==> config.mk <==
export PLATFORM = sky130hd
export DESIGN_NAME = id_stage
export DESIGN_NICKNAME = d
export VERILOG_FILES = /design/src/rtl/id_stage.sv
export SDC_FILE = /design/constraint.sdc
export NUM_CORES = 1
export LEC_CHECK = 0
export CAP_MARGIN = 10
export CELL_PAD_IN_SITES_DETAIL_PLACEMENT = 0
export CELL_PAD_IN_SITES_GLOBAL_PLACEMENT = 1
export CORE_AREA = 8 8 209 211
export DETAILED_ROUTE_END_ITERATION = 8
export DIE_AREA = 0 0 217 219
export GPL_TIMING_DRIVEN = 1
export PLACE_DENSITY_LB_ADDON = 0.1
export SLEW_MARGIN = 20
export SYNTH_ARGS = -nofsm -noshare
export SYNTH_HDL_FRONTEND = slang
export SYNTH_SLANG_ARGS = --single-unit
==> constraint.sdc <==
create_clock -name clk -period 7.54 [get_ports clk]
set_input_delay 1.508 -clock clk [delete_from_list [all_inputs] [get_ports clk]]
set_output_delay 1.508 -clock clk [all_outputs]
set_load 0.05 [all_outputs]
==> src/rtl/id_stage.sv <==
// Instruction decode stage: decodes the IF/ID instruction, resolves jumps and branches,
// reads operands from the external register store and registers the ID/EX bundle.
module id_stage (
    input  logic        clk,
    input  logic        reset_n,
    input  logic [31:0] pipe_pc,
    input  logic [31:0] pipe_pc4,
    input  logic [31:0] pipe_data,
    input  logic        op_write,
    input  logic [31:0] write_addr,
    input  logic [31:0] write_data,
    input  logic [31:0] load_pc_reg_value1,
    input  logic [31:0] load_pc_reg_value2,
    output logic [31:0] load_pc_reg_addr1,
    output logic [31:0] load_pc_reg_addr2,
    output logic [31:0] write_pc_reg_addr,
    output logic [31:0] write_pc_reg_value,
    output logic        control_j,
    output logic [31:0] pc_j,
    output logic [8:0]  ctrl_ex,
    output logic [31:0] pc4_ex,
    output logic [31:0] r_data1,
    output logic [31:0] r_data2,
    output logic [31:0] extended,
    output logic [31:0] rd_ex
);

    localparam logic [6:0] OP_RTYPE  = 7'b0110011;
    localparam logic [6:0] OP_ADDI   = 7'b0010011;
    localparam logic [6:0] OP_LOAD   = 7'b0000011;
    localparam logic [6:0] OP_STORE  = 7'b0100011;
    localparam logic [6:0] OP_BRANCH = 7'b1100011;
    localparam logic [6:0] OP_JALR   = 7'b1100111;
    localparam logic [6:0] OP_JAL    = 7'b1101111;

    logic [6:0]  w_opcode;
    logic [4:0]  w_rd;
    logic [2:0]  w_funct3;
    logic [4:0]  w_rs1;
    logic [4:0]  w_rs2;
    logic [6:0]  w_funct7;
    logic [31:0] w_op1;
    logic [31:0] w_op2;
    logic [31:0] w_immI;
    logic [31:0] w_immS;
    logic [31:0] w_immB;
    logic [31:0] w_immJ;
    logic [11:0] w_ctrl;
    logic [31:0] w_imm;
    logic        w_isJal;
    logic        w_isJalr;
    logic        w_isBranch;
    logic        w_branchCond;
    logic        w_jump;
    logic [31:0] w_writeAddrX4;

    assign w_opcode = pipe_data[6:0];
    assign w_rd     = pipe_data[11:7];
    assign w_funct3 = pipe_data[14:12];
    assign w_rs1    = pipe_data[19:15];
    assign w_rs2    = pipe_data[24:20];
    assign w_funct7 = pipe_data[31:25];

    assign load_pc_reg_addr1 = {25'b0, w_rs1, 2'b00};
    assign load_pc_reg_addr2 = {25'b0, w_rs2, 2'b00};

    // x0 reads as zero whatever the external store returns.
    assign w_op1 = (w_rs1 == 5'd0) ? 32'd0 : load_pc_reg_value1;
    assign w_op2 = (w_rs2 == 5'd0) ? 32'd0 : load_pc_reg_value2;

    assign w_immI = {{20{pipe_data[31]}}, pipe_data[31:20]};
    assign w_immS = {{20{pipe_data[31]}}, pipe_data[31:25], pipe_data[11:7]};
    assign w_immB = {{19{pipe_data[31]}}, pipe_data[31], pipe_data[7],
                     pipe_data[30:25], pipe_data[11:8], 1'b0};
    assign w_immJ = {{11{pipe_data[31]}}, pipe_data[31], pipe_data[19:12],
                     pipe_data[20], pipe_data[30:21], 1'b0};

    always_comb begin
        w_ctrl     = '0;
        w_imm      = '0;
        w_isJal    = 1'b0;
        w_isJalr   = 1'b0;
        w_isBranch = 1'b0;
        case (w_opcode)
            OP_RTYPE: begin
                case ({w_funct7, w_funct3})
                    {7'b0000000, 3'b000}: w_ctrl = 12'b000_100_00_0000;
                    {7'b0100000, 3'b000}: w_ctrl = 12'b000_100_00_0010;
                    {7'b0000000, 3'b001}: w_ctrl = 12'b000_100_00_1000;
                    {7'b0000000, 3'b010}: w_ctrl = 12'b000_100_00_1010;
                    {7'b0000000, 3'b111}: w_ctrl = 12'b000_100_00_0100;
                    {7'b0000000, 3'b110}: w_ctrl = 12'b000_100_00_0110;
                    default: w_ctrl = '0;
                endcase
            end
            OP_ADDI: if (w_funct3 == 3'b000) begin
                w_ctrl = 12'b000_100_00_0001;
                w_imm  = w_immI;
            end
            OP_LOAD: if (w_funct3 == 3'b011) begin
                w_ctrl = 12'b000_101_10_0001;
                w_imm  = w_immI;
            end
            OP_STORE: if (w_funct3 == 3'b011) begin
                w_ctrl = 12'b000_000_01_0001;
                w_imm  = w_immS;
            end
            OP_JALR: if (w_funct3 == 3'b000) begin
                w_ctrl   = 12'b001_110_00_0000;
                w_imm    = w_immI;
                w_isJalr = 1'b1;
            end
            OP_BRANCH: if (w_funct3 == 3'b000 || w_funct3 == 3'b001 ||
                           w_funct3 == 3'b100 || w_funct3 == 3'b101) begin
                w_ctrl     = 12'b100_000_00_0000;
                w_imm      = w_immB;
                w_isBranch = 1'b1;
            end
            OP_JAL: begin
                w_ctrl  = 12'b010_110_00_0000;
                w_imm   = w_immJ;
                w_isJal = 1'b1;
            end
            default: w_ctrl = '0;
        endcase
    end

    // BLT/BGE compare operands as signed two's-complement values.
    assign w_branchCond = (w_funct3 == 3'b000) ? (w_op1 == w_op2) :
                          (w_funct3 == 3'b001) ? (w_op1 != w_op2) :
                          (w_funct3 == 3'b100) ? ($signed(w_op1) < $signed(w_op2)) :
                                                 ($signed(w_op1) >= $signed(w_op2));

    assign w_jump    = w_isJal | w_isJalr | (w_isBranch & w_branchCond);
    assign control_j = ~reset_n & w_jump;
    assign pc_j      = !control_j ? 32'd0 :
                       w_isJalr   ? ((w_op1 + w_imm) & ~32'd1) :
                                    (pipe_pc + w_imm);

    assign w_writeAddrX4      = write_addr << 2;
    assign write_pc_reg_addr  = (op_write && write_addr != 32'd0) ? w_writeAddrX4 : 32'd0;
    assign write_pc_reg_value = (op_write && write_addr != 32'd0) ? write_data : 32'd0;

    always_ff @(posedge clk) begin
        if (reset_n) begin
            ctrl_ex  <= '0;
            pc4_ex   <= '0;
            r_data1  <= '0;
            r_data2  <= '0;
            extended <= '0;
            rd_ex    <= '0;
        end else begin
            ctrl_ex  <= w_ctrl[8:0];
            pc4_ex   <= pipe_pc4;
            r_data1  <= w_op1;
            r_data2  <= w_op2;
            extended <= w_imm;
            rd_ex    <= {27'b0, w_rd};
        end
    end

endmodule

==> results of run 1 <==
[registers in the layout, summed over array words and instances, names as in the netlist]
name / flops
ctrl_ex: 8
extended: 21
pc4_ex: 32
r_data1: 32
r_data2: 32
rd_ex: 5
[worst max-delay path: stages]
cell	delay [ns]
clkdlybuf4s50_1	0.54
nand4bb_4	0.17
nor4b_2	0.31
buf_4	0.17
o21ai_4	0.07
nand2_1	0.11
buf_4	0.13
a22o_1	0.25
ha_1	0.30
or3_1	0.31
o21ai_1	0.17
o31ai_4	0.11
a31o_2	0.29
buf_4	0.15
a221o_1	0.33
nand2_1	0.10
a21oi_1	0.10
o21ai_0	0.08
o21ai_0	0.11
a311oi_1	0.28
buf_4	0.16
buf_12	0.13
[report_power, final]
part	internal (mW)	switching, mW
Combinational	0.307	0.499
Clock	0.516	0.317
Sequential	0.717	0.00777
[final cells by class]
| type | instances | area, µm² | share of cell area [%] |
|---|---|---|---|
| Timing Repair Buffer | 636 | 6347 | 36.67 |
| Tap cell | 532 | 665.6 | 3.846 |
| Clock buffer | 22 | 474.2 | 2.740 |
| Clock inverter | 10 | 122.6 | 0.7084 |
| Sequential cell | 130 | 2603 | 15.04 |
| Multi-Input combinational cell | 1062 | 7012 | 40.51 |
| Inverter | 22 | 85.08 | 0.4915 |
[placed cells by master, fill, tap and decap left out, types with 4 or more instances in the layout]
cell type        count
o21bai_1             9
buf_4              159
clkdlybuf4s50_1    436
o21ai_0             30
a211oi_1            11
dfxtp_1            130
and3_1              13
nand2_1            114
nor3b_1              4
xor2_1              18
a21o_1              40
nand3_1             25
inv_1               21
conb_1              83
o21a_1              11
a211o_1              4
clkbuf_16           17
nand2b_1             6
a311oi_1             4
a31oi_1             14
and2_1             106
a311o_1              4
ha_1                87
xnor2_1             32
nor4_1              16
a211oi_2             6
nor2b_1             82
a21oi_1             87
nor2_1             111
nand4_1             19
buf_12              37
nor3_1              19
o21ai_1              7
a21oi_2              7
o211ai_1             6
[worst paths after layout]
kind  cells after the start  slack [ns]          from         end
min                       3        1.54  pipe_data[4]  ctrl_ex[0]
max                      22        0.15  pipe_data[0]    pc_j[21]
[per-layer routing]
metal / routed length [µm] / up-vias / GRT usage (%)
met5: 0 / - / 0
met4: 1088 / 0 / 5.748
met3: 3334 / 32 / 5.232
met2: 24920 / 387 / 36.35
met1: 21430 / 5029 / 24.51
li1: - / 5473 / -
[per-stage QoR]
stage	power [mW]	cells	cell area, µm²	TNS, ns	worst slack (ns)
2_1_floorplan	1.236	1371	10470	0	0.3281
3_3_place_gp	1.540	2379	16460	-5.425	-0.4015
3_5_place_dp	1.541	2379	16460	-3.070	-0.2901
4_1_cts	2.388	2411	17110	0	0.008764
5_1_grt	2.472	2414	17310	-0.06411	-0.02465
6_report	2.365	2414	17310	0	0.1493
[repair_timing]
| action | 4_1_cts | 5_1_grt |
|---|---|---|
| buffers inserted | 0 | 3 |
| resized for setup | 11 | 42 |
| setup endpoints to repair | 31 | 30 |
| pin swaps | 4 | 20 |
| hold buffers | 0 | 0 |
[cells by family (layout without fill, tap and decap cells)]
group           after synthesis  count (layout)  synth area share (%)
other cells                   1              83               0.03691
mux                           3               3                0.2956
simple gates                553             553                 28.66
buf+inv                     179             690                 10.69
compound gates              278             278                 18.61
xor+xnor                     51              51                 4.397
flops                       130             130                 25.62
fa+ha+maj                    94              94                 11.70
==> impl_metrics.csv, run 1 <==
group,metric,value,unit
run_status,status,"finished, final reports clean",
detailed_routing,dr.pass1.iters,5,
timing,fmax,135.3,MHz
detailed_routing,vias,10921,
placed_design,place_congestion,0.8664,
clock_tree,cts_max_level,4,
logic_synthesis,netlist.top_cell.by_area,"dfxtp_1",
clock_tree,numCtsBuffers,17,
logic_synthesis,seq_area_frac_synth,25.62,%
logic_synthesis,postSynth.asyncResetShare,0,%
timing,fin_crit,7.391,ns
clock_tree,cts_buffer_depth,2,
detailed_routing,drc,0,
placed_design,hpwl,44.30,mm
setup_path,cp-start-kind,"primary input",
grt,grt_pass1_wl,73.86,mm
logic_synthesis,yosys_warnings,0,
setup_path,crit_type,"in -> out",
floorplan,io-pin-count,557,
detailed_routing,drt-total-wl,50.77,mm
setup_path,crit_arrival,5.88,ns
logic_synthesis,synth.top_cell.area_share,25.62,%
timing,worstMarginPinSlew,0.9306,ns
detailed_routing,ant_nets,0,
floorplan,start_util,25.17,%
cells_and_area,antenna_cells,0,
power,vdd_drop_max,0.1074,mV
logic_synthesis,syn_area,10160,µm²
timing,hold_ws,1.542,ns
logic_synthesis,syn-instance-count,1289,
cells_and_area,areaGrowthSynthToFinish,70.37,%
cells_and_area,finalNetCount,2189,
setup_path,critPathRequiredTime,6.03,ns
power,power_density,136.6,nW/µm²
grt,antenna_found_initial,1,
detailed_routing,post_drt_wl_per_cell,21.03,µm
timing,slew_headroom,37.96,%
grt,grt_pass1_vias,11592,
timing,min_period_over_period,98.02,%
power,p_leak,7.596,nW
flow_run,max-cap-violations,0,
logic_synthesis,synthFlopType,"dfxtp_1",
clock_tree,root_buffer,"clkbuf_16",
timing,rsz0062_at_grt,"true",
placed_design,port_buffers,473,
timing,slew_viol_final,0,
clock_tree,cts.clk_slew.worst_paths,0.06,ns
setup_path,path_max_fanout,4,
logic_synthesis,netlist_top_cells_count,"dfxtp_1, nand2_1, nor2_1, and2_1, buf_4",
detailed_routing,drtIter0Drc,416,
setup_path,critPathCaptureType,"output port",
logic_synthesis,ys_seq_elements,130,
logic_synthesis,syn_area_per_cell,7.882,µm²
timing,setup_viol,0,
grt,overflow,0,
logic_synthesis,synth_cell_type_count,82,
logic_synthesis,synth_edf_count,0,
grt,grt_use_total,20.62,%
cells_and_area,fillerInstances,4106,
logic_synthesis,synth_area_leaders,"dfxtp_1, ha_1, buf_4",
detailed_routing,vias_per_cell,4.524,
floorplan,die_h,219,µm
floorplan,fp.dieArea,47520,µm²
hold_path,hold_class,"in -> reg",
logic_synthesis,synth.most_common_cell,"dfxtp_1",
clock_tree,cts_tree,"built",
floorplan,core_area,40370,µm²
cells_and_area,layout-drive-gt1-share,15.30,%
clock_tree,cts.sinks,130,
cells_and_area,fin_util,42.88,%
floorplan,rows,74,
timing,hold_viol,0,
floorplan,die_w,217,µm
grt,grt_max_degree,89,
Note: power is estimated with default switching activity, not from simulation.
==> run 2, diff against run 1 <==
- SKIP_CTS_REPAIR_TIMING: default -> 1
==> run 2 against run 1 <==
First-iteration DRC count grew 13%. Maximum frequency up 0.42%. Clock power about the same. Sequential power about the same. Worst hold slack lost 0.00054 ns. Routed wire length is 0.22% higher. Count of clock-buffer cells in the layout stayed put. Non-clock buffer count rose by 1. Critical path type unchanged. Largest cell class unchanged.
==> impl_metrics.csv, run 2 (synthesis gave the netlist of run 1 again) <==
group,metric,value,unit
setup_path,critPathBufInv,4,
placed_design,port_buffers,473,
detailed_routing,dr.pass1.iters,4,
placed_design,dp_worst_setup_slack,-0.2901,ns
setup_path,cp.depth,20,
grt,grt_pass1_vias,11597,
cells_and_area,largestRegisters,"pc4_ex x32, r_data1 x32, r_data2 x32",
cells_and_area,antenna_cells,0,
cells_and_area,finalNetCount,2190,
floorplan,rows,74,
setup_path,crit_arrival,5.85,ns
cells_and_area,areaGrowthSynthToFinish,71.06,%
detailed_routing,ant_nets,0,
timing,rsz0062_at_grt,"true",
floorplan,core_area,40370,µm²
setup_path,crit_path_top_delay_cell,"clkdlybuf4s50_1",
detailed_routing,post_drt_wl_per_cell,21.07,µm
timing,worstMarginPinSlew,0.9417,ns
setup_path,path_max_fanout,4,
clock_tree,cts.sinks,130,
timing,slew_headroom,37.22,%
detailed_routing,drtIter0Drc,469,
timing,setup_viol,0,
clock_tree,root_buffer,"clkbuf_16",
run_status,status,"finished, final reports clean",
setup_path,crit_type,"in -> out",
setup_path,critPathRequiredTime,6.03,ns
grt,grt_use_total,20.60,%
power,power_density,136.2,nW/µm²
floorplan,fp.dieArea,47520,µm²
cells_and_area,layout-drive-gt1-share,15.72,%
timing,fmax,135.9,MHz
timing,finalSetupTns,0,ns
timing,min_period_over_period,97.61,%
grt,antenna_found_initial,1,
clock_tree,cts_max_level,4,
cells_and_area,fin_util,43.05,%
clock_tree,cts_tree,"built",
placed_design,place_congestion,0.8664,
detailed_routing,drt-total-wl,50.89,mm
flow_run,max-cap-violations,0,
floorplan,die_w,217,µm
grt,overflow,0,
detailed_routing,drc,0,
clock_tree,cts_buffer_depth,2,
power,p_total,2.367,mW
grt,grt_pass1_wl,73.81,mm
clock_tree,numCtsBuffers,17,
floorplan,io-pin-count,557,
floorplan,die_h,219,µm
floorplan,start_util,25.17,%
power,p_leak,7.598,nW
clock_tree,cts.clk_slew.worst_paths,0.06,ns
placed_design,hpwl,44.30,mm
setup_path,critPathCaptureType,"output port",
timing,slew_viol_final,0,
setup_path,path_delay_family,"compound AO/OA/AOI/OAI gates",
setup_path,max_stage_delay,0.47,ns
detailed_routing,vias_per_cell,4.549,
grt,grt_max_degree,89,
setup_path,cp_cell_sequence,"clkdlybuf4s50_1, and4b_4, and4_4, o21ai_4, nand2_1, buf_4, a22o_2, ha_4, o21ai_1, o21a_1, o31ai_4, a31o_2, a311oi_1, a311o_1, o21ai_2, nand2_1, buf_4, and3_1, nor4_4, buf_12",
timing,fin_crit,7.360,ns
cells_and_area,layout_common_cells,"clkdlybuf4s50_1, buf_4, dfxtp_1, nand2_1, nor2_1",
detailed_routing,vias,10987,
timing,hold_viol,0,
setup_path,cp-start-kind,"primary input",
timing,hold_ws,1.542,ns
timing,worst_slack,0.1800,ns
hold_path,hold_class,"in -> reg",
hold_path,holdPathStages,3,
power,vdd_drop_max,0.1071,mV
cells_and_area,final_common_cell,"clkdlybuf4s50_1",
run 2: changes by cell type in the layout (fill, tap and decap cells not counted), moves of 2 or more:
cell     previous run  this run
and2_2              2         0
a31oi_2             1         3
a31oi_1            14        12
o21ai_2             1         3
run 2: final timing paths:
kind                          from    endpoint  slack, ns
worst max-delay path  pipe_data[0]    pc_j[31]       0.18
worst min-delay path  pipe_data[4]  ctrl_ex[0]       1.54
run 2: final cells by class:
| class | count | area [µm²] |
|---|---|---|
| tap | 532 | 665.6 |
| inverter | 22 | 85.08 |
| timing repair buffer | 637 | 6355 |
| multi-input combinational | 1062 | 7074 |
| clock buffer | 22 | 474.2 |
| sequential | 130 | 2603 |
| fill | 4101 | 22990 |
| clock inverter | 10 | 122.6 |
run 2: per-stage QoR:
step | instances | area [µm²]
final | 2415 | 17380
after global routing | 2415 | 17380
after floorplan | 1371 | 10470
after CTS | 2411 | 17050
after global placement | 2379 | 16460
after detailed placement | 2379 | 16460
run 2: report_power, final:
group / switching [mW] / internal, mW / leakage (nW)
Sequential: 0.00778 / 0.717 / 1.08
Combinational: 0.500 / 0.308 / 6.24
Clock: 0.317 / 0.516 / 0.284
run 2: per-layer routing:
metal	share of wire, %	global-route usage (%)
met1	42	24.50
met2	49	36.23
met3	6.8	5.246
met4	2.2	5.906
met5	0	0
